File: config.mk
export PLATFORM = sky130hd
export DESIGN_NAME = adc_averager
export DESIGN_NICKNAME = d
export VERILOG_FILES = /design/src/rtl/adc_averager_pkg.sv /design/src/rtl/adc_acc_lane.sv /design/src/rtl/adc_averager.sv
export SDC_FILE = /design/constraint.sdc
export NUM_CORES = 1
export LEC_CHECK = 0
export CAP_MARGIN = 20
export CORE_MARGIN = 3
export CORE_UTILIZATION = 45
export CTS_CLUSTER_SIZE = 28
export DETAILED_ROUTE_END_ITERATION = 8
export PLACE_DENSITY = 0.68
export REMOVE_ABC_BUFFERS = 1
export SKIP_LAST_GASP = 1
export SLEW_MARGIN = 5
export SYNTH_ARGS = -nofsm -noshare
export SYNTH_HDL_FRONTEND = slang
export SYNTH_SLANG_ARGS = --single-unit
File: constraint.sdc
create_clock -name clk -period 5.15 [get_ports clk]
set_input_delay 1.2875 -clock clk [delete_from_list [all_inputs] [get_ports clk]]
set_output_delay 1.2875 -clock clk [all_outputs]
set_load 0.02 [all_outputs]
File: src/rtl/adc_averager_pkg.sv
// adc_averager_pkg
//   Shared definitions for the ADC averager: FSM state encoding, channel
//   count, sample width and a helper for sizing the sample counter.
//   No ports (package).
`ifndef ADC_AVERAGER_PKG_SV
`define ADC_AVERAGER_PKG_SV

package adc_averager_pkg;

    localparam int NUM_CH   = 4;
    localparam int SAMPLE_W = 12;

    typedef enum logic [1:0] {
        ST_IDLE = 2'd0,
        ST_ACC  = 2'd1,
        ST_DONE = 2'd2
    } state_t;

    // The sample counter is LOG2N bits wide; with LOG2N=0 it degenerates to a
    // single bit that never leaves 0, so every sample completes a window.
    function automatic int cnt_width(input int log2n);
        return (log2n > 0) ? log2n : 1;
    endfunction

endpackage

`endif

File: src/rtl/adc_acc_lane.sv
// adc_acc_lane
//   One per-channel accumulator register. The adder itself is shared and
//   lives in the parent; this lane only captures the shared sum when its
//   add enable is high, or clears.
// Ports:
//   clk    - system clock
//   _rst   - asynchronous active-low reset
//   clr    - synchronous clear (takes priority over add_en)
//   add_en - load the shared adder result this cycle
//   sum    - shared adder result (this lane's acc + its snapshot)
//   acc    - current accumulator value
module adc_acc_lane #(
    parameter int ACC_W = 15
) (
    input  logic             clk,
    input  logic             _rst,
    input  logic             clr,
    input  logic             add_en,
    input  logic [ACC_W-1:0] sum,
    output logic [ACC_W-1:0] acc
);

    always_ff @(posedge clk or negedge _rst) begin
        if (!_rst) begin
            acc <= '0;
        end else if (clr) begin
            acc <= '0;
        end else if (add_en) begin
            acc <= sum;
        end
    end

endmodule

File: src/rtl/adc_averager.sv
// adc_averager
//   Averages 2^LOG2N four-channel ADC conversions. Each rising edge of
//   data_ready snapshots ch0..ch3; the FSM then spends four cycles folding
//   the snapshot into per-channel accumulators through one shared adder.
//   After the last sample of a window, DONE loads the truncated averages
//   and clears the accumulators; avg_valid strobes the following cycle.
// Ports:
//   clk        - system clock, rising edge
//   _rst       - asynchronous active-low reset
//   data_ready - conversion complete (pulse or level; rising edge is used)
//   ch0..ch3   - 12-bit unsigned conversion results
//   clr_ovr    - synchronous clear of overrun (a same-cycle drop wins)
//   avg0..avg3 - registered averages, held between strobes
//   avg_valid  - one-cycle strobe for new avg0..avg3
//   busy       - high in ACC and DONE
//   overrun    - sticky: a sample edge arrived while busy and was dropped
//   fsm_state  - current FSM state for observation
module adc_averager
    import adc_averager_pkg::*;
#(
    parameter int LOG2N = 3
) (
    input  logic        clk,
    input  logic        _rst,
    input  logic        data_ready,
    input  logic [11:0] ch0,
    input  logic [11:0] ch1,
    input  logic [11:0] ch2,
    input  logic [11:0] ch3,
    input  logic        clr_ovr,
    output logic [11:0] avg0,
    output logic [11:0] avg1,
    output logic [11:0] avg2,
    output logic [11:0] avg3,
    output logic        avg_valid,
    output logic        busy,
    output logic        overrun,
    output logic [1:0]  fsm_state
);

    // Accumulator width covers 2^LOG2N * 4095 without overflow.
    localparam int ACC_W = SAMPLE_W + LOG2N;
    localparam int CNT_W = cnt_width(LOG2N);
    localparam logic [CNT_W-1:0] CNT_LAST = CNT_W'((1 << LOG2N) - 1);

    state_t state, state_nxt;

    logic [1:0]          phase;      // channel being added while in ACC
    logic [CNT_W-1:0]    cnt;        // samples accepted in current window
    logic                dr_prev;
    logic                armed;      // low for the first cycle after reset
    logic                sample_event;

    logic [SAMPLE_W-1:0] ch_arr  [NUM_CH];
    logic [SAMPLE_W-1:0] snap    [NUM_CH];
    logic [ACC_W-1:0]    acc     [NUM_CH];
    logic [SAMPLE_W-1:0] avg_r   [NUM_CH];

    logic [NUM_CH-1:0]   add_en;
    logic                acc_clr;
    logic                take_snap;
    logic                load_avg;
    logic                acc_end;
    logic [ACC_W-1:0]    sum;

    assign ch_arr[0] = ch0;
    assign ch_arr[1] = ch1;
    assign ch_arr[2] = ch2;
    assign ch_arr[3] = ch3;

    // A sample event is a 0->1 transition of data_ready. The armed flag keeps
    // a level that is already high at reset release from counting, since the
    // history register comes out of reset as 0.
    assign sample_event = data_ready & ~dr_prev & armed;

    assign acc_end = (state == ST_ACC) && (phase == 2'd3);

    // Shared adder: the operand mux picks the accumulator and snapshot of the
    // channel selected by phase.
    assign sum = acc[phase] + ACC_W'(snap[phase]);

    // ---------------- FSM: state register ----------------
    always_ff @(posedge clk or negedge _rst) begin
        if (!_rst) begin
            state <= ST_IDLE;
        end else begin
            state <= state_nxt;
        end
    end

    // ---------------- FSM: next state and controls ----------------
    always_comb begin
        state_nxt = state;
        add_en    = '0;
        acc_clr   = 1'b0;
        take_snap = 1'b0;
        load_avg  = 1'b0;
        case (state)
            ST_IDLE: begin
                if (sample_event) begin
                    take_snap = 1'b1;
                    state_nxt = ST_ACC;
                end
            end
            ST_ACC: begin
                add_en[phase] = 1'b1;
                if (phase == 2'd3) begin
                    state_nxt = (cnt == CNT_LAST) ? ST_DONE : ST_IDLE;
                end
            end
            ST_DONE: begin
                load_avg  = 1'b1;
                acc_clr   = 1'b1;
                state_nxt = ST_IDLE;
            end
            default: begin
                state_nxt = ST_IDLE;
            end
        endcase
    end

    // ---------------- edge detect, phase, sample counter ----------------
    always_ff @(posedge clk or negedge _rst) begin
        if (!_rst) begin
            dr_prev <= 1'b0;
            armed   <= 1'b0;
            phase   <= 2'd0;
            cnt     <= '0;
        end else begin
            dr_prev <= data_ready;
            armed   <= 1'b1;
            phase   <= (state == ST_ACC) ? phase + 2'd1 : 2'd0;
            if (acc_end) begin
                cnt <= (cnt == CNT_LAST) ? '0 : cnt + CNT_W'(1);
            end
        end
    end

    // ---------------- snapshots and averages ----------------
    always_ff @(posedge clk or negedge _rst) begin
        if (!_rst) begin
            for (int i = 0; i < NUM_CH; i++) begin
                snap[i]  <= '0;
                avg_r[i] <= '0;
            end
            avg_valid <= 1'b0;
        end else begin
            for (int i = 0; i < NUM_CH; i++) begin
                if (take_snap) begin
                    snap[i] <= ch_arr[i];
                end
                if (load_avg) begin
                    avg_r[i] <= SAMPLE_W'(acc[i] >> LOG2N);
                end
            end
            avg_valid <= load_avg;
        end
    end

    // ---------------- overrun: set beats clear ----------------
    always_ff @(posedge clk or negedge _rst) begin
        if (!_rst) begin
            overrun <= 1'b0;
        end else if (sample_event && (state != ST_IDLE)) begin
            overrun <= 1'b1;
        end else if (clr_ovr) begin
            overrun <= 1'b0;
        end
    end

    // ---------------- accumulator lanes ----------------
    for (genvar g = 0; g < NUM_CH; g++) begin : g_lane
        adc_acc_lane #(
            .ACC_W (ACC_W)
        ) u_lane (
            .clk    (clk),
            ._rst   (_rst),
            .clr    (acc_clr),
            .add_en (add_en[g]),
            .sum    (sum),
            .acc    (acc[g])
        );
    end

    assign avg0      = avg_r[0];
    assign avg1      = avg_r[1];
    assign avg2      = avg_r[2];
    assign avg3      = avg_r[3];
    assign busy      = (state != ST_IDLE);
    assign fsm_state = state;

endmodule

# Word level (Yosys, flattened, before mapping)
# Cells that the tools add are included.
# op_classes
add_sub_neg	3
bitwise	4
n_lt_le_gt_ge	3
eq_ne	6
reduce_logical	11
muxes	28
# ops
cell	n
$mux 15	10
$bmux 15 s2	1
$bmux 12 s2	1
$mux 12	2
$add 15x12->15	1
$reduce_bool 2->1	6
$mux 2	4
$mux 1	6
$eq 2x2->1 const B	2
$mux 4	1
$pmux 2 s2	1
$add 3x1->3 const B	1
$eq 3x3->1 const B	1
$ge 3x3->1 const B	1
$logic_and 1x1->1	3
$lt 2x3->1 const B	1
$mux 3	1
$not 2->3	1
$add 2x1->2 const B	1
$and 1x1->1	2
$demux 1 s2	1
$eq 2x1->1 const B	1
$ge 2x1->1 const B	1
$logic_not 2->1	1
other kinds (4)	4
# totals
input_bits	52
output_inout_bits	53
word_cells	74
reg_bits	167

# Logic depth before layout (Yosys ltp)
# Gate-level depths: netlist (run 1).
# logic_depth
depth_word	7
mapped_depth	11
depth_no_buf	9

# Hierarchy
# From an unflattened synthesis (run 1), not the netlist that was laid out.
# hier_totals
cells_unflattened	551
area_unflattened_um2	7753.7
# by_module_without_submodules
mod	seq_area_each_um2	cells_per_inst	instances	area_each_um2
adc_averager	2677.6	359	1	5286.3
adc_acc_lane	375.4	48	4	616.8

# Worst setup path before layout (run 1)
# Ideal clock, no wire load.
# synth_timing
kind	register to register
startpoint	register phase[0]
endpoint	register g_lane[3].u_lane.acc[11]
path_slack_ns	1.725
synth_period_minus_slack_ns	3.425
setup_time_ns	0.069
t_arrival_ns	3.356
n_path_buf	3
required_time_ns	5.081
path_stages_with_launch	12
cell_sequence	dfrtp_1 -> buf_2 -> buf_2 -> mux4_2 -> ha_1 -> a21oi_1 -> nand2_1 -> or2_4 -> a221o_1 -> buf_6 -> or4_1 -> nand3_1
# synth_via
elab_chain_len	7
word_cells_on_any_way	17
cone_classes	add/sub: 1; order compare: 2; mux: 11; bitwise: 1; reduce/logical: 2
# synth_lines
item	line	rtl
start: declaration	adc_averager.sv:48	logic [1:0] phase;
start signal: assignment	adc_averager.sv:132	phase <= (state == ST_ACC) ? phase + 2'd1 : 2'd0;
$not 2->3 (implied by the code)	adc_averager.sv:80	assign sum = acc[phase] + ACC_W'(snap[phase]);
$bmux 15 s2 or $bmux 12 s2 (tied branches)	adc_averager.sv:80	
$mux 15 (implied by the code) or $mux 12 (tied branches) (2 in a row)	adc_averager.sv:80	
$add 15x12->15	adc_averager.sv:80	
$mux 15	adc_acc_lane.sv:28	end else if (add_en) begin
$mux 15	adc_acc_lane.sv:26	end else if (clr) begin
end signal: assignment	adc_acc_lane.sv:29	acc <= sum;
end: declaration	adc_acc_lane.sv:20	output logic [ACC_W-1:0] acc
# Parallel ways exist; a longest one is shown, timed or not. The select of a mux whose other input is x is not followed.
# A chain may end at the register's enable or synchronous reset.

# Worst setup path after layout (run 1)
# layout_timing
startpoint	register phase[0]
endpoint	register g_lane[1].u_lane.acc[14]
# layout_via
elab_chain_len	7
word_cells_on_any_way	17
cone_classes	add/sub: 1; order compare: 2; mux: 11; bitwise: 1; reduce/logical: 2
# layout_lines
item	line
$not 2->3 (implied by the code)	adc_averager.sv:80
$bmux 15 s2 or $bmux 12 s2 (tied branches)	adc_averager.sv:80
$mux 15 (implied by the code) or $mux 12 (tied branches) (2 in a row)	adc_averager.sv:80
$add 15x12->15	adc_averager.sv:80
$mux 15	adc_acc_lane.sv:28
$mux 15	adc_acc_lane.sv:26
end signal: assignment	adc_acc_lane.sv:29
end: declaration	adc_acc_lane.sv:20
# Parallel ways exist; a longest one is shown, timed or not. The select of a mux whose other input is x is not followed.

==> flow_summary.toml, run 1 <==
[power_and_ir_drop]
p_comb_frac = 0.463
p_int_mw = 3.76
p_switching_mw = 2.47
peakVddDrop_uv = 374
leakagePower_nw = 4.33
p_seq_frac = 0.336
swShare = 0.397
powerDensity_nw_per_um2 = 652
p_total_mw = 6.23
power.share.clock = 0.201

[route]
wl_met1_mm = 7.73
wl_met3_um = 943
drcViolationCount = 0
via_per_inst = 5.46
wire_per_inst_um = 16.9
dr_wl_met2_mm = 8.40
highest_layer = "met4"
ant_nets = 0
dr.pass1.iters = 5
dr_total_vias = 5589
routed_wl_mm = 17.3
dr.first_iter.drc_count = 456

[floorplanning]
start_util = 0.462
dieWidth_um = 137
dieArea_um2 = 18800
fp.dieH_um = 137
core_um2 = 16700
rows = 47
io_pins = 105

[clock_network]
clk_pin_slew_ns = 0.07
clk_latency_ns = 0.43
cts_tree = "built"
htreeDepth = 4
cts_buffer_depth = 2
post-cts-setup-buffer-count = 0
hold_buffers = 0
cts_resized = 0
numCtsBuffers = 17
root_buffer = "clkbuf_16"
clkSinkCount = 167

[grt]
grt_pass1_wl_mm = 28.4
antenna_found_initial = 0
first_global_vias = 5555
overflow = 0
grt_max_degree = 117
grt_usage = 0.194

[synthesis]
synth_seq_cells = 167
synth_ff_type = "dfrtp_1"
synth-edff-count = 0
synthArstFlopShare = 1.00
ys_warn_count = 0
synth.avg_cell_area_um2 = 11.1
netlist_area_um2 = 7720
syn_inst = 698
synth_cell_types = 48
synth_seq_area_share = 0.541

[final_layout]
final_cells = 1023
fin_area_um2 = 9550
final_cell_mix = "nand2_1 (183), dfrtp_1 (166), clkdlybuf4s50_1 (103)"
final_common_cell = "nand2_1"
nets = 861
finalCoreUtilization = 0.572
drive_gt1_frac = 0.158
n_antenna_cell = 0
areaGrowthSynthToFinish_pct = 23.7

[run_status]
status = "complete, no violations"

[sta]
min_period_over_period = 0.738
final_hold_viol_count = 0
slew_headroom = 0.417
fin_ws_ns = 1.35
clock_skew_ns = 0.00726
fin_crit_ns = 3.80
rsz0062_at_grt = "no"
tns_ns = 0
worst_hold_slack_ns = 0.471
drv_slew = 0
tightestPinTransition_ns = 0.874
setup_viol = 0
fmax_ghz = 0.263

[setup_path]
cp_max_fo = 22
slowest_stage = "a2111oi_2"
crit_family = "compound AO/OA/AOI/OAI gates"
path_cells = "buf_4 -> mux4_2 -> ha_1 -> a211oi_1 -> o21bai_1 -> a2111oi_2 -> a21oi_1 -> xnor2_1 -> o21ai_0"
worst_setup_path_end_kind = "flip-flop"
critPathBufInv = 1
critPathLaunchType = "flip-flop"
criticalPathCategory = "flip-flop to flip-flop"
worstPathArrival_ns = 4.08
cp_slowest_stage_delay_ns = 0.60
cp_data_required_time_ns = 5.44

[placement]
io_buffer_count = 104
placed_area_um2 = 8940
finalWeightedCongestion = 0.835
dp_cells = 990
pre_cts_slack_ns = 1.33
hpwl_mm = 11.8

[min_path]
hold_path_class = "flip-flop to flip-flop"

[job]
drv_cap = 0
routing by layer:
layer	global-route usage	up-vias
met5	0	-
met1	0.269	2769
met2	0.307	165
met3	0.0412	19
li1	-	2636
met4	0.0604	0
state kept, by name, indices dropped and copies added, names as in the netlist, 2 cells and up:
| signal | count |
|---|---|
| snap | 48 |
| g_lane.u_lane.acc | 60 |
| avg3 | 12 |
| avg1 | 12 |
| cnt | 3 |
| avg0 | 12 |
| fsm_state | 2 |
| phase | 2 |
| avg2 | 12 |
worst register-to-register path, delay by kind of cell, from the launching register on:
kind | cells | cell delay, ns
xor gates and xnor gates | 1 | 0.27
buffers and inverters | 1 | 0.47
adders and majority gates | 1 | 0.36
AOI/OAI and AO/OA | 5 | 1.43
DFF | 1 | 0.56
muxes | 1 | 0.57
area by class of cell:
class,count,area (µm²)
clock buffer,18,439
inverter,6,22.5
fill,1400,7150
multi-input combinational,486,3340
tap,220,275
clock inverter,14,141
timing repair buffer,112,1150
sequential,167,4180
final timing paths:
path                                from                  endpoint  slack (ns)  cells past startpoint
worst max-delay path            phase[0]  g_lane[1].u_lane.acc[14]        1.35                      9
worst min-delay path            avg3[11]                  avg3[11]        0.47                      2
worst max register to register  phase[0]  g_lane[1].u_lane.acc[14]        1.35                      9
worst min register to register  avg3[11]                  avg3[11]        0.47                      2
max in group asynchronous           _rst                  phase[0]        3.71                      2
min in group asynchronous           _rst                   avg2[0]        0.71                      1
Yosys cell counts (2+ instances only):
master / count / area share
a211oi_1: 6 / 0.0058
a21o_1: 6 / 0.0058
a21oi_1: 24 / 0.016
a22o_1: 12 / 0.014
a31oi_1: 4 / 0.0032
and2_0: 3 / 0.0024
and2_1: 4 / 0.0032
and2b_2: 2 / 0.0023
and3_1: 3 / 0.0024
buf_1: 12 / 0.0058
buf_2: 5 / 0.0032
buf_6: 3 / 0.0044
clkbuf_1: 18 / 0.0088
dfrtp_1: 167 / 0.54
ha_1: 18 / 0.029
inv_1: 6 / 0.0029
mux2_2: 48 / 0.070
mux4_2: 27 / 0.079
nand2_1: 183 / 0.089
nand2b_1: 3 / 0.0024
nand3_1: 33 / 0.021
nor2_1: 19 / 0.0092
nor2b_1: 4 / 0.0032
nor3_1: 2 / 0.0013
o211ai_1: 5 / 0.0049
o21ai_0: 42 / 0.027
o21ai_1: 3 / 0.0019
o21bai_1: 2 / 0.0019
o22ai_1: 2 / 0.0016
o31ai_1: 4 / 0.0039
or4_1: 4 / 0.0039
xnor2_1: 6 / 0.0068
xor2_1: 3 / 0.0034
kinds of logic after synthesis:
kind of cell               after synthesis  share of synthesized area
muxes                                   76                      0.150
buffers and inverters                   45                     0.0269
and+or+nand+nor                        267                      0.148
other                                    1                   0.000486
xor gates and xnor gates                 9                     0.0102
DFF                                    167                      0.541
adders and majority gates               19                     0.0318
AOI/OAI and AO/OA                      114                     0.0909
power groups by stage:
stage                     sequential, mW  combinational, mW  clock, mW
after floorplan                     2.04               2.11          0
after global placement              2.08               2.72          0
after detailed placement            2.11               2.84          0
after CTS                           2.09               2.87       1.27
after global routing                2.15               3.19       1.33
final                               2.09               2.88       1.25
Note: power is estimated with default switching activity, not from simulation.
==> run 2, diff against run 1 <==
==> constraint.sdc (replaced) <==
create_clock -name clk -period 3.6 [get_ports clk]
set_input_delay 0.9 -clock clk [delete_from_list [all_inputs] [get_ports clk]]
set_output_delay 0.9 -clock clk [all_outputs]
set_load 0.02 [all_outputs]
==> run 2 against run 1 <==
Net effect: utilization increased by 0.54 points; global-route usage increased by 0.70 points; routed wire length increased by 2.3%; die area unchanged; non-clock buffer count increased by 11; register-to-register slack got worse by 1.2 ns.
==> flow_summary.toml, run 2 (synthesized netlist as in run 1, its figures left out) <==
[run_status]
status = "complete, no violations"

[sta]
fmax_ghz = 0.289
min_period_over_period = 0.960
tightestPinTransition_ns = 0.866
slew_headroom = 0.423
drv_slew = 0
setup_viol = 0
fin_crit_ns = 3.46
final_hold_viol_count = 0
clock_skew_ns = 0.0117

[clock_network]
htreeDepth = 4
root_buffer = "clkbuf_16"
numCtsBuffers = 17
clkSinkCount = 167
clk_pin_slew_ns = 0.07
cts_buffer_depth = 2
clk_latency_ns = 0.43
cts_tree = "built"

[final_layout]
multi_input_area_um2 = 3360
nets = 872
largest_register_ffs = 60
top_regs = "g_lane.u_lane.acc: 60 flops, snap: 48 flops"
top_register = "g_lane.u_lane.acc"
final_common_cell = "nand2_1"
register_area_um2 = 4180
drive_gt1_frac = 0.171
final_cell_mix = "nand2_1 (183), dfrtp_1 (166), clkdlybuf4s50_1 (103)"
n_antenna_cell = 0
areaGrowthSynthToFinish_pct = 24.9
finalCoreUtilization = 0.577
fin_area_um2 = 9640
fill_cells = 1391

[floorplanning]
rows = 47
core_um2 = 16700
fp.dieH_um = 137
dieWidth_um = 137
dieArea_um2 = 18800
io_pins = 105
start_util = 0.462

[route]
wire_per_inst_um = 17.1
dr.pass1.iters = 5
dr.first_iter.drc_count = 362
via_per_inst = 5.48
ant_nets = 0
dr_total_vias = 5666
routed_wl_mm = 17.7
drcViolationCount = 0

[grt]
first_global_vias = 5769
antenna_found_initial = 0
grt_usage = 0.201
grt_max_degree = 86
overflow = 0
grt_pass1_wl_mm = 29.3

[setup_path]
reg2regPathDepth = 9
cp_slowest_stage_delay_ns = 0.53
cp.depth = 9
crit_family = "compound AO/OA/AOI/OAI gates"
startpoint = "phase[0]"
r2r_start = "phase[0]"
worst_setup_path_end_kind = "flip-flop"
path_cells = "mux4_2 -> ha_1 -> fa_1 -> a211oi_1 -> o21bai_1 -> a2111oi_4 -> a21oi_1 -> xnor2_2 -> o21ai_0"
critPathLaunchType = "flip-flop"
worstPathArrival_ns = 3.73
cp_max_fo = 9
critPathBufInv = 0
slowest_stage = "mux4_2"
cp_data_required_time_ns = 3.88
criticalPathCategory = "flip-flop to flip-flop"

[job]
drv_cap = 0

[placement]
io_buffer_count = 104
finalWeightedCongestion = 0.811
hpwl_mm = 12.3
placed_area_um2 = 8990

[power_and_ir_drop]
peakVddDrop_uv = 535
leakagePower_nw = 4.38
powerDensity_nw_per_um2 = 945

[min_path]
hold_path_class = "primary input to asynchronous set/reset pin"
[run 2: changes by cell type in the layout (fill, tap and decap cells not counted), sizes merged]
cell and change:
inv -1, buf +11, bufinv +1, clkinv -2, clkinvlp +2
[run 2: worst paths after layout]
path | to | slack [ns]
max reg2reg | g_lane[1].u_lane.acc[14] | 0.14
min reg2reg | avg2[7] | 0.47
max in group asynchronous | g_lane[3].u_lane.acc[2] | 2.35
min in group clk | avg2[7] | 0.47
min | snap[41] | 0.46
max | g_lane[1].u_lane.acc[14] | 0.14
[run 2: metrics by stage]
| step | total power [mW] | cells | setup WS, ns | hold WS (ns) | setup TNS (ns) |
|---|---|---|---|---|---|
| after floorplan | 5.95 | 659 | -0.541 | 0.447 | -23.87 |
| after global placement | 6.98 | 998 | 0.0923 | 0.460 | 0 |
| after detailed placement | 7.16 | 998 | 0.00808 | 0.461 | 0 |
| after CTS | 9.09 | 1030 | 0.0332 | 0.477 | 0 |
| after global routing | 9.74 | 1034 | -0.00234 | 0.503 | -0.00234 |
| final | 9.11 | 1034 | 0.143 | 0.457 | 0 |
[run 2: final cells by class]
type,instances,share of cell area
Clock buffer,18,0.0456
Tap cell,220,0.0286
Sequential cell,167,0.434
Clock inverter,14,0.0167
Inverter,6,0.00234
Multi-Input combinational cell,486,0.349
Timing Repair Buffer,123,0.124
[run 2: power breakdown]
group	leakage, nW	switching, mW	internal, mW
Sequential	2.13	0.460	2.52
Combinational	1.97	2.33	1.95
Clock	0.290	0.785	1.06
Total	4.38	3.58	5.53
[run 2: layer usage]
metal,vias up,part of all wire,global-route usage
met5,-,0,0
met4,0,0.017,0.0665
met3,23,0.048,0.0364
met2,174,0.49,0.330
met1,2815,0.44,0.270
li1,2654,-,-
[run 2: what timing repair did]
action                                  in CTS  in global routing
endpoints found under the setup margin       4                 12
pin swaps                                    0                  1
gates resized for setup                      1                  1
setup buffers                                0                  4
hold endpoints to repair                     0                  0
hold buffers                                 0                  0
gates cloned                                 0                  0
